`src/rtl/muxpga_pkg.sv`:
```
// muxpga_pkg: tile command codes and loader FSM states shared by loader, tile wrapper and fabric bench
package muxpga_pkg;
  typedef enum logic [1:0] {NOP = 2'b00, SHIFT = 2'b01, LATCH = 2'b10, EVAL = 2'b11} cmd_t;
  typedef enum logic [2:0] {IDLE, LOAD, COMMIT, RUN, DRAIN} state_t;
endpackage

```
`src/rtl/muxpga_cap_pipe.sv`:
```
// muxpga_cap_pipe: EVAL token delay line that samples fab_out_i after CAP_LAT cycles and presents it a cycle later
module muxpga_cap_pipe #(
  parameter int CAP_LAT = 2
) (
  input  logic       clk,
  input  logic       rst,
  input  logic       launch_i,
  input  logic [7:0] fab_out_i,
  output logic       cap_valid_o,
  output logic [7:0] cap_data_o,
  output logic       empty_o
);
  logic [CAP_LAT:0] tok_q;
  logic [7:0]       samp_q;
  always_ff @(posedge clk) begin
    if (rst) begin
      tok_q       <= '0;
      samp_q      <= '0;
      cap_valid_o <= 1'b0;
      cap_data_o  <= '0;
    end else begin
      tok_q       <= {tok_q[CAP_LAT-1:0], launch_i};
      samp_q      <= tok_q[CAP_LAT-1] ? fab_out_i : samp_q;
      cap_valid_o <= tok_q[CAP_LAT];
      cap_data_o  <= tok_q[CAP_LAT] ? samp_q : cap_data_o;
    end
  end
  assign empty_o = ~|tok_q;
endmodule

```
`src/rtl/muxpga_cfg_loader.sv`:
```
// muxpga_cfg_loader: turns a byte stream into SHIFT/LATCH config and EVAL vectors for the mux-FPGA tile, returning captures
module muxpga_cfg_loader
  import muxpga_pkg::*;
#(
  parameter int NIBBLES = 16,
  parameter int CAP_LAT = 2
) (
  input  logic       clk,
  input  logic       rst,
  input  logic       start,
  input  logic       s_valid,
  output logic       s_ready,
  input  logic [7:0] s_data,
  input  logic       s_last,
  output logic [1:0] cfg_cmd,
  output logic [3:0] cfg_data,
  input  logic [7:0] fab_out,
  output logic       cap_valid,
  output logic [7:0] cap_data,
  output logic       busy,
  output logic       done,
  output logic       err
);
  localparam int CW = $clog2(NIBBLES + 1);
  state_t        state_q;
  cmd_t          cmd_q;
  logic [3:0]    data_q, low_q;
  logic          pend_q, done_q, err_q;
  logic [CW-1:0] cnt_q;
  logic          acc, empty, final_byte;
  assign s_ready    = (state_q == LOAD && !pend_q) || state_q == RUN;
  assign acc        = s_valid && s_ready;
  assign final_byte = cnt_q == CW'(NIBBLES - 2);
  assign busy       = state_q != IDLE;
  assign cfg_cmd    = cmd_q;
  assign cfg_data   = data_q;
  assign done       = done_q;
  assign err        = err_q;
  always_ff @(posedge clk) begin
    if (rst) begin
      state_q <= IDLE;
      cmd_q   <= NOP;
      data_q  <= '0;
      low_q   <= '0;
      pend_q  <= 1'b0;
      cnt_q   <= '0;
      done_q  <= 1'b0;
      err_q   <= 1'b0;
    end else begin
      cmd_q  <= NOP;
      data_q <= '0;
      done_q <= 1'b0;
      case (state_q)
        IDLE: if (start) begin
          state_q <= LOAD;
          err_q   <= 1'b0;
          cnt_q   <= '0;
        end
        LOAD: if (pend_q) begin
          cmd_q   <= SHIFT;
          data_q  <= low_q;
          pend_q  <= 1'b0;
          cnt_q   <= cnt_q + 1'b1;
          state_q <= cnt_q == CW'(NIBBLES - 1) ? COMMIT : LOAD;
        end else if (acc) begin
          // a premature s_last aborts before anything from that byte reaches the chain
          if (s_last && !final_byte) begin
            err_q   <= 1'b1;
            state_q <= IDLE;
          end else begin
            cmd_q  <= SHIFT;
            data_q <= s_data[7:4];
            low_q  <= s_data[3:0];
            pend_q <= 1'b1;
            cnt_q  <= cnt_q + 1'b1;
          end
        end
        COMMIT: begin
          cmd_q   <= LATCH;
          state_q <= RUN;
        end
        RUN: if (acc) begin
          cmd_q   <= EVAL;
          data_q  <= s_data[3:0];
          state_q <= s_last ? DRAIN : RUN;
        end
        DRAIN: if (empty) begin
          state_q <= IDLE;
          done_q  <= 1'b1;
        end
        default: state_q <= IDLE;
      endcase
    end
  end
  muxpga_cap_pipe #(.CAP_LAT(CAP_LAT)) u_cap (
    .clk        (clk),
    .rst        (rst),
    .launch_i   (state_q == RUN && acc),
    .fab_out_i  (fab_out),
    .cap_valid_o(cap_valid),
    .cap_data_o (cap_data),
    .empty_o    (empty)
  );
endmodule

```
`config.mk`:
```
export PLATFORM = sky130hd
export DESIGN_NAME = muxpga_cfg_loader
export DESIGN_NICKNAME = d
export VERILOG_FILES = /design/src/rtl/muxpga_pkg.sv /design/src/rtl/muxpga_cap_pipe.sv /design/src/rtl/muxpga_cfg_loader.sv
export SDC_FILE = /design/constraint.sdc
export NUM_CORES = 1
export LEC_CHECK = 0
export ABC_AREA = 1
export ABC_CLOCK_PERIOD_IN_PS = 4200
export BUFFER_PORTS_ARGS = -buffer_cell sky130_fd_sc_hd__buf_2
export CORE_ASPECT_RATIO = 1.5
export CORE_UTILIZATION = 35
export CTS_CLUSTER_DIAMETER = 100
export DETAILED_ROUTE_END_ITERATION = 16
export GPL_TIMING_DRIVEN = 1
export HOLD_SLACK_MARGIN = 0.15
export PLACE_DENSITY = 0.56
export SLEW_MARGIN = 20
export SYNTH_ARGS = -nofsm -noshare
export SYNTH_HDL_FRONTEND = slang
export SYNTH_SLANG_ARGS = --single-unit
```
`constraint.sdc`:
```
create_clock -name clk -period 4.2 [get_ports clk]
set_clock_uncertainty 0.15 [all_clocks]
set_input_delay 0.21 -clock clk [delete_from_list [all_inputs] [get_ports clk]]
set_output_delay 0.21 -clock clk [all_outputs]
set_load 0.05 [all_outputs]
```
* Word-level counts from Yosys, hierarchy flattened
Index checks and enable logic that the tools add are counted.
** Storage, ports and cells
- Register bits after elaboration :: 41
- Input port bits :: 21
** Operators by class
- Add/subtract/negate cells :: 1
- Equal/unequal tests :: 15
- Mux-type cells :: 33
- Bitwise gates (word level) :: 3
- Reductions and logical operators :: 16
** Operators with widths (number)
- two-way mux 3 bit :: 7
- two-way mux 5 bit :: 4
- two-way mux 4 bit :: 4
- case mux 3 bit (5 select lines) :: 1
- two-way mux 1 bit :: 11
- == test 5 x 4 -> 1 bit (second input constant) :: 2
- != test 2 bit (second input constant) :: 5
- case mux 5 bit (2 select lines) :: 1
- AND reduction 5 bit :: 2
- case mux 4 bit (2 select lines) :: 1
- AND reduction 4 bit :: 2
- == test 3 x 2 -> 1 bit (second input constant) :: 2
- != test 3 bit (second input constant) :: 2
- case mux 2 bit (3 select lines) :: 1
- adder 5 x 1 -> 5 bit (second input constant) :: 1
- logical AND 1 bit :: 4
- two-way mux 2 bit :: 2
- == test 3 x 1 -> 1 bit (second input constant) :: 1
- == test 3 bit (second input constant) :: 1
- logical NOT 3 bit :: 1
- != test 3 x 2 -> 1 bit (second input constant) :: 1
- NOT 1 bit :: 3
- nonzero test 3 bit :: 1
- OR reduction 3 bit :: 1
- 6 further kinds :: 7

* Longest topological paths before layout
Gate-level depths: netlist of the first run.
- Depth after elaboration :: 7
- Depth in mapped cells :: 12
- Gate-level depth less buffers :: 12

* Modules after synthesis
From an unflattened synthesis of the first run, not the netlist that was laid out.
** Second synthesis, totals
- Cell total of the unflattened synthesis :: 292
- Area total of the unflattened synthesis :: 2042.0 um^2
** Modules (own cells, without submodules)
- muxpga_cfg_loader :: times used 1, cells an instance 177, area an instance 1238.7 um^2, seq. area each 420.4 um^2
- muxpga_cap_pipe :: times used 1, cells an instance 115, area an instance 803.3 um^2, seq. area each 400.4 um^2

* Worst setup path before layout of the first run
No wires, ideal clock.
- Kind :: register to register
- From :: register cnt_q[0]
- To :: register cnt_q[0]
- Setup time :: 113 ps
- Arrival time :: 1221 ps
- Slack :: 2716 ps
- Cell stages (with the launch flop) :: 13
- Buffers on the path :: 0
- Clock period less this slack :: 1484 ps
- Cell sequence :: dfxtp_1 -> inv_1 -> ha_1 -> inv_1 -> nor2_1 -> nand2_1 -> nand2_1 -> nor2_2 -> nor2_4 -> nand2_1 -> nand2_1 -> nand2_1 -> nor2_1
** On the way
- Cells in the longest elaborated chain, start to end :: 5
** Ends and longest elaborated chain
- from (decl) :: RTL line muxpga_cfg_loader.sv:29 : logic [CW-1:0] cnt_q;
- from (signal assigned) :: RTL line muxpga_cfg_loader.sv:63 : cnt_q <= cnt_q + 1'b1;
- from (signal assigned) :: RTL line muxpga_cfg_loader.sv:75 : cnt_q <= cnt_q + 1'b1;
- adder 5 x 1 -> 5 bit / == test 5 x 4 -> 1 bit (equally long branches) :: RTL line muxpga_cfg_loader.sv:63, muxpga_cfg_loader.sv:75, muxpga_cfg_loader.sv:33
- two-way mux 5 bit / logical NOT 1 bit (equally long branches) :: RTL line muxpga_cfg_loader.sv:67 : if (s_last && !final_byte) begin
- two-way mux 5 bit / logical AND 1 bit (equally long branches) :: RTL line muxpga_cfg_loader.sv:65, muxpga_cfg_loader.sv:67
- two-way mux 5 bit / != test 3 bit (equally long branches)
- case mux 5 bit (2 select lines) / AND reduction 4 bit (equally long branches)
Several ways; a longest one is shown, not always the timed one. The select of a mux whose other input is x is not followed.
A chain may end at the register's enable or synchronous reset.

* Worst setup path in the final report of the first run
- From :: register state_q[0]
- To :: register data_q[0], in the netlist cfg_data[0]
** On the way
- Cells in the longest elaborated chain, start to end :: 7
** Ends and longest elaborated chain
- from (decl) :: RTL line muxpga_cfg_loader.sv:25 : state_t state_q;
- from (signal assigned) :: RTL line muxpga_cfg_loader.sv:64 : state_q <= cnt_q == CW'(NIBBLES - 1) ? COMMIT : LOAD;
- from (signal assigned) :: RTL line muxpga_cfg_loader.sv:85 : state_q <= s_last ? DRAIN : RUN;
- == test 3 x 1 -> 1 bit :: RTL line muxpga_cfg_loader.sv:31, muxpga_cfg_loader.sv:53
- logical AND 1 bit :: RTL line muxpga_cfg_loader.sv:31 : assign s_ready = (state_q == LOAD && !pend_q) || state_q == RUN;
- logical OR 1 bit :: RTL line muxpga_cfg_loader.sv:31
- logical AND 1 bit :: RTL line muxpga_cfg_loader.sv:32 : assign acc = s_valid && s_ready;
- two-way mux 4 bit :: RTL line muxpga_cfg_loader.sv:65 : end else if (acc) begin
- two-way mux 4 bit :: RTL line muxpga_cfg_loader.sv:59 : LOAD: if (pend_q) begin
- case mux 4 bit (2 select lines) * :: RTL line muxpga_cfg_loader.sv:53 : case (state_q)
- to (signal assigned) :: RTL line muxpga_cfg_loader.sv:61 : data_q <= low_q;
- to (signal assigned) :: RTL line muxpga_cfg_loader.sv:72 : data_q <= s_data[7:4];
- to (signal assigned) :: RTL line muxpga_cfg_loader.sv:84 : data_q <= s_data[3:0];
- to (decl) :: RTL line muxpga_cfg_loader.sv:27 : logic [3:0] data_q, low_q;
Mark *: on every way between the ends. The rest lies on a longest branch, timed or not.

==> impl_results.md, run 1 <==
- Status: finished, final reports clean
- Port buffer count: 39
- Flop2flop setup slack: 2020 ps
- Critical Path, Cell by Cell: inv_1, nor2_1, nand3_1, o21ai_0, a31oi_1, dlygate4sd3_1, nor2_1
- Commonest non-fill, non-tap cells in the layout: nor2_1 (54), dfxtp_1 (41), buf_2 (39), nand2_1 (29), inv_1 (24)
- Die W: 59.50 um
- Setup TNS: 0 ps
- XOR/XNOR Fraction of Synth Area: 1.009%
- Post-synthesis adder-cell area fraction: 2.163%
- 1st-iter DRT viols: 75
- Detail Route Antenna Nets: 0
- Register bit total from synthesis: 41
- Seq/Total Area, Yosys: 47.30%
- Hold Path Class: in -> reg
- DR vias: 1685
- Row count: 31
- Met2 Track Usage GR: 34.32%
- Crit path max fanout: 10
- Crit path largest cell delay: 570 ps
- Hold slack: 157.7 ps
- Min Clock Period, post-route: 2182 ps
- Clk buf depth: 2
- Post-place setup slack: 2476 ps
- Worst setup path startpoint: state_q[0]
- Worst R2R Path Depth: 7
- Wire per inst: 12.28 um
- Yosys warning count: 0
- R2r startpoint: state_q[0]
- VDD IR max: 0.0002078 V
- GPL Wtd Cong: 0.8706
- Maxcap violations: 0
- Die Y: 88.24 um
- Met3 usage: 3.947%
- Worst rel slew slack: 58.45%
- Final critical-path share of the clock period: 51.95%
- Clk pin slew, worst setup/hold paths: 80 ps
- Setup crit start kind: flip-flop
- Final setup margin: 2018 ps
- Delay-heaviest family, CP: buffers and inverters
- Setup Fix Bufs, Post-CTS: 0
- CTS H-tree depth: 2
- Pin count of the biggest net entering global routing: 24
- Kind of critical path: reg -> reg
- TritonCTS clock tree: yes
- Static Leak: 1.082 nW
- Worst EP arrival: 2270 ps
- Setup violators final: 0
- Crit path required time: 4290 ps
- Clk_lat worst skew: 290 ps
- Fin. max-slew vios: 0
- Met1 Track Usage GR: 19.02%
- Synth Area per Inst: 7.448 sq um
- CP max stage cell: dfxtp_1
- RR Endpoint: cfg_data[0]
- Most common cell after layout, fill and taps aside: nor2_1
- Nets: 318
- Die area: 5250 sq um
- CP most frequent cell: nor2_1
- Mux share of post-synthesis cell area: 0%
- DP HPWL: 3.031 mm
- Fraction of layout cells with a size suffix above 1: 19.32%
- Clock Root Buffer: clkbuf_8
- DRT Pass-1 Iters: 4
- GR Util All Layers: 18.39%
- Starting Density: 36.08%
- WP buf/inv: 2
- I/O Pins: 40
- RSZ-0062 raised after global routing: false
- Num CTS Buffers: 5
- Synth Cell Area: 1735 sq um
- Vias per cell: 4.668
- Number of diodes: 0
- Initial antenna violation count: 0
- Largest family of logic cells by synthesized area: simple AND/OR/NAND/NOR gates
- PwrDens: 456.9 nW/um^2
- CP Capture Point: cfg_data[0]
- Remaining DRCs: 0
- Core ar.: 4810 sq um
- Hold Violations, Final: 0
- Vias in the first global route: 1668
- Net Count, Synth: 257
- CP Depth: 7
- Layout fillers: 499
- WL final: 4.432 mm
- Layout area overhead: 32.95%
- Complex-gate fraction of the synthesized area: 15.00%
- Grt ovf: 0
- Hold Path Origin: rst
- Fmax: 0.4583 GHz
- Post-synth cell types: 27
- Synthesized instance count: 233
- First-pass GRT wire length: 7.196 mm
- Simple-Gate Fraction of Synth Area: 27.40%
- Crit. End Element: flip-flop
- Clock sink count: 41
- Measured slew at the worst slew-check pin: 622.5 ps
- Most used routing layer: met2
layer usage:
| layer | share of wire, % | up-vias | wire (um) |
|---|---|---|---|
| li1 | - | 869 | - |
| met1 | 40 | 748 | 1754 |
| met2 | 54 | 56 | 2378 |
| met3 | 3.9 | 12 | 173 |
| met4 | 2.8 | 0 | 124 |
| met5 | 0 | - | 0 |
worst min-delay path by stage:
stage,slack (ps),endpoint,cells after the start
2_1_floorplan,190,u_cap.samp_q[2],2
3_3_place_gp,290,low_q[1],2
3_5_place_dp,290,err,2
4_1_cts,160,cfg_data[2],2
5_1_grt,190,u_cap.tok_q[2],2
6_report,160,cfg_data[2],2
worst register-to-register path: stages (launching register included):
cell and delay, ps:
dfxtp_1 570, inv_1 100, nor2_1 380, nand3_1 110
o21ai_0 100, a31oi_1 50, dlygate4sd3_1 570, nor2_1 80
state kept, by name (all words and copies together) (netlist names):
signal             flops
u_cap.cap_valid_o      1
cfg_cmd                2
u_cap.samp_q           8
u_cap.cap_data_o       8
cnt_q                  5
u_cap.tok_q            3
cfg_data               4
low_q                  4
state_q                3
err                    1
pend_q                 1
done                   1
synth_stat cells:
master / n / area [sq um]
nand3_1: 14 / 70.07
nand3_4: 1 / 17.52
nand3_2: 1 / 10.01
a21oi_2: 1 / 8.760
a31oi_1: 5 / 31.28
xor2_1: 1 / 8.760
o21ai_1: 4 / 20.02
nor2_2: 1 / 6.260
buf_1: 1 / 3.750
dfxtp_1: 41 / 820.8
a21oi_4: 1 / 16.27
a2111oi_0: 1 / 8.760
o21ai_0: 21 / 105.1
xnor2_1: 1 / 8.760
nor2_4: 2 / 22.52
nor2_1: 54 / 202.7
a21oi_1: 14 / 70.07
nand4_1: 2 / 12.51
clkinv_1: 2 / 7.510
clkbuf_1: 3 / 11.26
nand2_1: 29 / 108.9
ha_1: 3 / 37.54
inv_2: 1 / 3.750
inv_1: 24 / 90.09
nand2_2: 3 / 18.77
buf_4: 1 / 7.510
nor4_1: 1 / 6.260
power breakdown:
part	internal (W)	switching [W]
clock network	0.000194	0.000135
logic	0.0000893	0.000201
registers	0.000410	0.0000245
total	0.000693	0.000361
metrics by stage:
stage               cells  total power, W  instance area, sq um  utilization (%)
floorplan             233       0.0006575                  1735                -
global placement      333       0.0007183                  1991            41.39
detailed placement    333       0.0007182                  1991            41.39
CTS                   361        0.001058                  2307            47.97
global route          361        0.001112                  2307            47.97
finish                361        0.001054                  2307            47.97
what timing repair did:
item,4_1_cts,5_1_grt
hold buffers,20,0
gates resized for setup,0,0
endpoints found under the setup margin,0,0
endpoints found under the hold margin,19,0
logic make-up after synthesis:
group,Yosys count
fa+ha+maj,3
xor+xnor,2
compound gates,47
buf+inv,32
simple gates,108
flops,41
area by class of cell:
class                           count  area, sq um  share of cell area (%)
Inverter                           27        101.3                   4.393
Tap cell                           66        82.58                   3.579
Clock buffer                        7        86.33                   3.742
Clock inverter                      1        30.03                   1.302
Multi-Input combinational cell    160        790.8                   34.27
Timing Repair Buffer               59        395.4                   17.14
Sequential cell                    41        820.8                   35.57
Note: power is estimated with default switching activity, not from simulation.
==> run 2, diff against run 1 <==
--- a/config.mk
+++ b/config.mk
@@ -6,7 +6,7 @@
 export NUM_CORES = 1
 export LEC_CHECK = 0
 export ABC_AREA = 1
-export ABC_CLOCK_PERIOD_IN_PS = 4200
+export ABC_CLOCK_PERIOD_IN_PS = 2100
 export BUFFER_PORTS_ARGS = -buffer_cell sky130_fd_sc_hd__buf_2
 export CORE_ASPECT_RATIO = 1.5
 export CORE_UTILIZATION = 35
==> constraint.sdc (replaced) <==
create_clock -name clk -period 2.1 [get_ports clk]
set_clock_uncertainty 0.15 [all_clocks]
set_input_delay 0.105 -clock clk [delete_from_list [all_inputs] [get_ports clk]]
set_output_delay 0.105 -clock clk [all_outputs]
set_load 0.05 [all_outputs]
==> run 2 against run 1 <==
Compared with the run above: count of clock-buffer cells in the layout shrank 2; via count up 0.77%; final area grew 2.2%; clock power increased by 130%; sequential power increased by 100%; power is 110% higher; maximum frequency up 9.9%; sequential share of layout area decreased by 0.76 points; worst setup slack lost 1900 ps; flip-flop and latch count did not move; die area unchanged.
==> impl_results.md, run 2 (same netlist as run 1, synthesis figures left out) <==
- Worst EP arrival: 2080 ps
- DP HPWL: 3.004 mm
- VDD IR max: 0.0005047 V
- Die area: 5250 sq um
- CP most frequent cell: nor2_1
- Row count: 31
- Hold slack: 299.4 ps
- Commonest non-fill, non-tap cells in the layout: nor2_1 (54), dfxtp_1 (41), buf_2 (39), nand2_1 (29), inv_1 (24)
- Maxcap violations: 0
- Crit. End Element: flip-flop
- Detail Route Antenna Nets: 0
- TritonCTS clock tree: yes
- GR Util All Layers: 17.83%
- DRT Pass-1 Iters: 6
- Most common cell after layout, fill and taps aside: nor2_1
- GPL Wtd Cong: 0.8745
- Hold Path Class: reg -> reg
- Setup TNS: 0 ps
- Die W: 59.50 um
- Fraction of layout cells with a size suffix above 1: 20.40%
- Clock Root Buffer: clkbuf_8
- Min Clock Period, post-route: 1985 ps
- DR vias: 1698
- Port buffer count: 39
- Inst Count DP: 336
- Number of diodes: 0
- Clk pin slew, worst setup/hold paths: 80 ps
- Crit path required time: 2190 ps
- Crit path max fanout: 10
- Vias in the first global route: 1627
- I/O Pins: 40
- Top Registers: u_cap.cap_data_o: 8 flops, u_cap.samp_q: 8 flops, cnt_q: 5 flops
- Starting Density: 36.08%
- WL final: 4.292 mm
- Setup Fix Bufs, Post-CTS: 0
- Setup violators final: 0
- Static Leak: 1.115 nW
- Nets: 322
- Kind of critical path: reg -> reg
- Num CTS Buffers: 5
- Crit path largest cell delay: 550 ps
- Pin count of the biggest net entering global routing: 24
- CP max stage cell: dfxtp_1
- Worst rel slew slack: 61.40%
- Core ar.: 4810 sq um
- Tot Pwr: 0.002202 W
- 1st-iter DRT viols: 79
- Hold Violations, Final: 0
- Clk_lat worst skew: 290 ps
- Die Y: 88.24 um
- Wire per inst: 11.76 um
- Vias per cell: 4.652
- Remaining DRCs: 0
- Fmax: 0.5037 GHz
- First-pass GRT wire length: 6.975 mm
- Clock sink count: 41
- Final critical-path share of the clock period: 94.54%
- Initial antenna violation count: 0
- CTS H-tree depth: 2
- Measured slew at the worst slew-check pin: 578.4 ps
- Grt ovf: 0
- PwrDens: 934.3 nW/um^2
- Fin util: 49.01%
- RSZ-0062 raised after global routing: false
- Post-route insts no fill: 365
- Status: finished, final reports clean
- Clk buf depth: 2
- Setup crit start kind: flip-flop
- Post-cts repair resize count: 0
- Fin. max-slew vios: 0
- Critical Path, Cell by Cell: inv_1, nor2_1, nand2_1, nor2_1, dlygate4sd3_1
- Layout area overhead: 35.83%
[run 2: final timing paths]
kind	depth (start not counted)	slack, ps	startpoint	to
worst max-delay path	5	110	state_q[0]	u_cap.tok_q[0]
worst min register to register	2	300	err	err
worst min-delay path	2	300	err	err
worst max register to register	5	110	state_q[0]	u_cap.tok_q[0]
[run 2: worst max-delay path, delay by kind of cell, from the launching register on]
kind	cells	cell delay (ps)
and+or+nand+nor	3	580
DFF	1	550
buffers and inverters	2	660
[run 2: cell type report]
| type | count | area [sq um] |
|---|---|---|
| Tap cell | 66 | 82.58 |
| Fill cell | 508 | 2452 |
| Inverter | 27 | 101.3 |
| Sequential cell | 41 | 820.8 |
| Timing Repair Buffer | 63 | 427.9 |
| Multi-Input combinational cell | 160 | 790.8 |
| Clock buffer | 5 | 68.82 |
| Clock inverter | 3 | 65.06 |
[run 2: per-layer routing]
metal	wire, um	share of wire, %	track usage [%]
met5	0	0	0
met4	119	2.8	9.091
met2	2278	53	32.48
met1	1775	41	18.93
met3	119	2.8	3.655
[run 2: through the flow]
step | setup slack [ps] | instance area (sq um)
CTS | 117.4 | 2357
floorplan | 616.4 | 1735
global route | 2.932 | 2357
finish | 114.8 | 2357
detailed placement | 478.3 | 2013
global placement | 475.8 | 2013
[run 2: what timing repair did]
item                                    in CTS  in global routing
endpoints found under the setup margin       0                  0
hold buffers                                21                  0
hold endpoints to repair                    32                  0
[run 2: power breakdown]
part           internal (W)  switching [W]  leakage [nW]  total, W
logic              0.000181       0.000406         0.715  0.000586
clock network      0.000472       0.000278        0.0681  0.000750
registers          0.000820      0.0000462         0.331  0.000866
total               0.00147       0.000729          1.11   0.00220
==> run 3, diff against run 2 <==
--- a/config.mk
+++ b/config.mk
@@ -5,7 +5,7 @@
 export SDC_FILE = /design/constraint.sdc
 export NUM_CORES = 1
 export LEC_CHECK = 0
-export ABC_AREA = 1
+export ABC_AREA = 0
 export ABC_CLOCK_PERIOD_IN_PS = 2100
 export BUFFER_PORTS_ARGS = -buffer_cell sky130_fd_sc_hd__buf_2
 export CORE_ASPECT_RATIO = 1.5
@@ -14,7 +14,7 @@
 export DETAILED_ROUTE_END_ITERATION = 16
 export GPL_TIMING_DRIVEN = 1
 export HOLD_SLACK_MARGIN = 0.15
-export PLACE_DENSITY = 0.56
+export PLACE_DENSITY = 0.64
 export SLEW_MARGIN = 20
 export SYNTH_ARGS = -nofsm -noshare
 export SYNTH_HDL_FRONTEND = slang
==> run 3 against run 2 <==
Compared with the run above: synthesized area is 1.6% lower; combinational power decreased by 40%; wire length fell by 11%; clock power rose by 2%; count of clock-buffer cells in the layout stayed put; critical path type unchanged; largest cell class is now multi-input gates.
==> impl_results.md, run 3 <==
- Fraction of layout cells with a size suffix above 1: 24.28%
- Largest area contributor in the netlist: dfxtp_1
- Synth top area share: 48.06%
- Clock sink count: 41
- Remaining DRCs: 0
- Detail Route Antenna Nets: 0
- Post-synth cell types: 35
- Fin util: 51.38%
- DRT Pass-1 Iters: 4
- Starting Density: 36.99%
- Nets: 266
- RSZ-0062 raised after global routing: false
- Met1 Track Usage GR: 17.44%
- Net Count, Synth: 199
- VDD IR max: 0.0004304 V
- Cell depth of the worst min-delay path: 1
- Pin count of the biggest net entering global routing: 23
- Top cells by instance count after synthesis: dfxtp_1 (41), nor2_1 (33), mux2i_1 (22)
- Clk pin slew, worst setup/hold paths: 80 ps
- Setup TNS: 0 ps
- Placed Instance Area: 1994 sq um
- Most common cell in the netlist: dfxtp_1
- Crit path required time: 2180 ps
- DR vias: 1503
- Final setup margin: 130.5 ps
- Hold Violations, Final: 0
- Row count: 30
- Min Clock Period, post-route: 1969 ps
- Post-place setup slack: 146.7 ps
- Port buffer count: 39
- Layout area overhead: 38.90%
- Hold Path Class: reg -> reg
- Status: finished, final reports clean
- PwrDens: 814.8 nW/um^2
- Clock Root Buffer: clkbuf_8
- Measured slew at the worst slew-check pin: 638.5 ps
- GPL Wtd Cong: 0.8355
- Grt ovf: 0
- Worst rel slew slack: 57.43%
- Static Leak: 1.005 nW
- I/O Pins: 40
- Core ar.: 4617 sq um
- Most common cell after layout, fill and taps aside: dfxtp_1
- Commonest non-fill, non-tap cells in the layout: dfxtp_1 (41), buf_2 (39), nor2_1 (33), dlygate4sd3_1 (24), mux2i_1 (22)
- Vias in the first global route: 1422
- 1st-iter DRT viols: 137
- Setup violators final: 0
- Wire per inst: 12.47 um
- Clk_lat worst skew: 290 ps
- Design Area, Final: 2372 sq um
- Hold slack: 330.3 ps
- WL final: 3.829 mm
- Top Registers: u_cap.cap_data_o: 8 flops, u_cap.samp_q: 8 flops, cnt_q: 5 flops
- GR Util All Layers: 16.00%
- Register bit total from synthesis: 41
- Synthesized instance count: 175
- Worst R2R Path Depth: 5
- Ranking of synthesized cells by area: dfxtp_1 (48%), mux2i_1 (13%), nor2_1 (7.3%)
- Yosys warning count: 0
- Seq/Total Area, Yosys: 48.06%
- Most used routing layer: met2
- Post-synth ARST share: 0%
- Die W: 59.04 um
- Number of synthesized flops with an enable pin: 0
- TritonCTS clock tree: yes
- Met3 usage: 3.693%
- Kind of critical path: reg -> reg
- Crit path max fanout: 9
- Maxcap violations: 0
- Die area: 5169 sq um
- Fmax: 0.5077 GHz
- First-pass GRT wire length: 6.223 mm
- Initial antenna violation count: 0
- Final critical-path share of the clock period: 93.78%
- Synth Area per Inst: 9.759 sq um
- Top_reg_cell synth: dfxtp_1
- Synth Cell Area: 1708 sq um
- Number of diodes: 0
- Worst EP arrival: 2050 ps
- CTS H-tree depth: 2
- Die Y: 87.56 um
- Num CTS Buffers: 5
- Clk buf depth: 2
- Post-cts repair resize count: 0
- Crit. End Element: flip-flop
- Fin. max-slew vios: 0
- Setup crit start kind: flip-flop
- Met2 Track Usage GR: 28.62%
- DP HPWL: 2.569 mm
- Vias per cell: 4.896
==> run 3: cell types whose count changed after synthesis, sizes merged, moves of 6 or more <==
cell	change
nand2	-27
nor2	-24
mux2i	+22
inv	-20
o21ai	-19
nand3	-15
a21oi	-10
nor2b	+6
==> run 3: final timing paths <==
kind / startpoint / endpoint / slack (ps)
worst max-delay path: cnt_q[1] / cnt_q[1] / 130
worst min-delay path: u_cap.tok_q[0] / u_cap.tok_q[1] / 330
worst max register to register: cnt_q[1] / cnt_q[1] / 130
worst min register to register: u_cap.tok_q[0] / u_cap.tok_q[1] / 330
==> run 3: cell families after synthesis <==
logic type / Yosys count / share of synthesized area, %
compound gates: 27 / 12.02
fa+ha+maj: 3 / 2.198
buf+inv: 15 / 3.809
flops: 41 / 48.06
mux: 22 / 12.89
simple gates: 67 / 21.03
==> run 3: final cells by class <==
type                    count  area [sq um]
fillers                   436          2245
multi-input cells         119         827.0
flip-flops and latches     41         820.8
inverters                   5         18.77
repair buffers             70         488.0
clock buffers               5         68.82
well taps                  64         80.08
clock inverters             3         68.82
==> run 3: metrics by stage <==
stage / std cells / total power (W)
floorplan: 175 / 0.001080
detailed placement: 275 / 0.001158
global route: 307 / 0.002015
finish: 307 / 0.001933
CTS: 307 / 0.001955
global placement: 275 / 0.001157
==> run 3: what timing repair did <==
item	4_1_cts	5_1_grt
setup endpoints to repair	0	0
hold buffers	24	0
endpoints found under the hold margin	33	0
setup buffers	0	0
==> run 3: worst max-delay path, cell delays in order, from the launching register on <==
cell	delay (ps)
dfxtp_1	390
ha_1	220
nand4b_4	150
and4b_1	330
or4b_1	520
a21oi_1	150
==> run 3: metal layers <==
layer	up-vias	routed length (um)
li1	747	-
met1	700	1511
met2	47	2066
met3	9	158
met4	0	93
met5	-	0
==> run 3: report_power, final <==
group	switching (W)	internal, W	total [W]	leakage, nW
clock network	0.000285	0.000478	0.000763	0.0687
registers	0.0000166	0.000799	0.000815	0.331
logic	0.000219	0.000135	0.000354	0.605
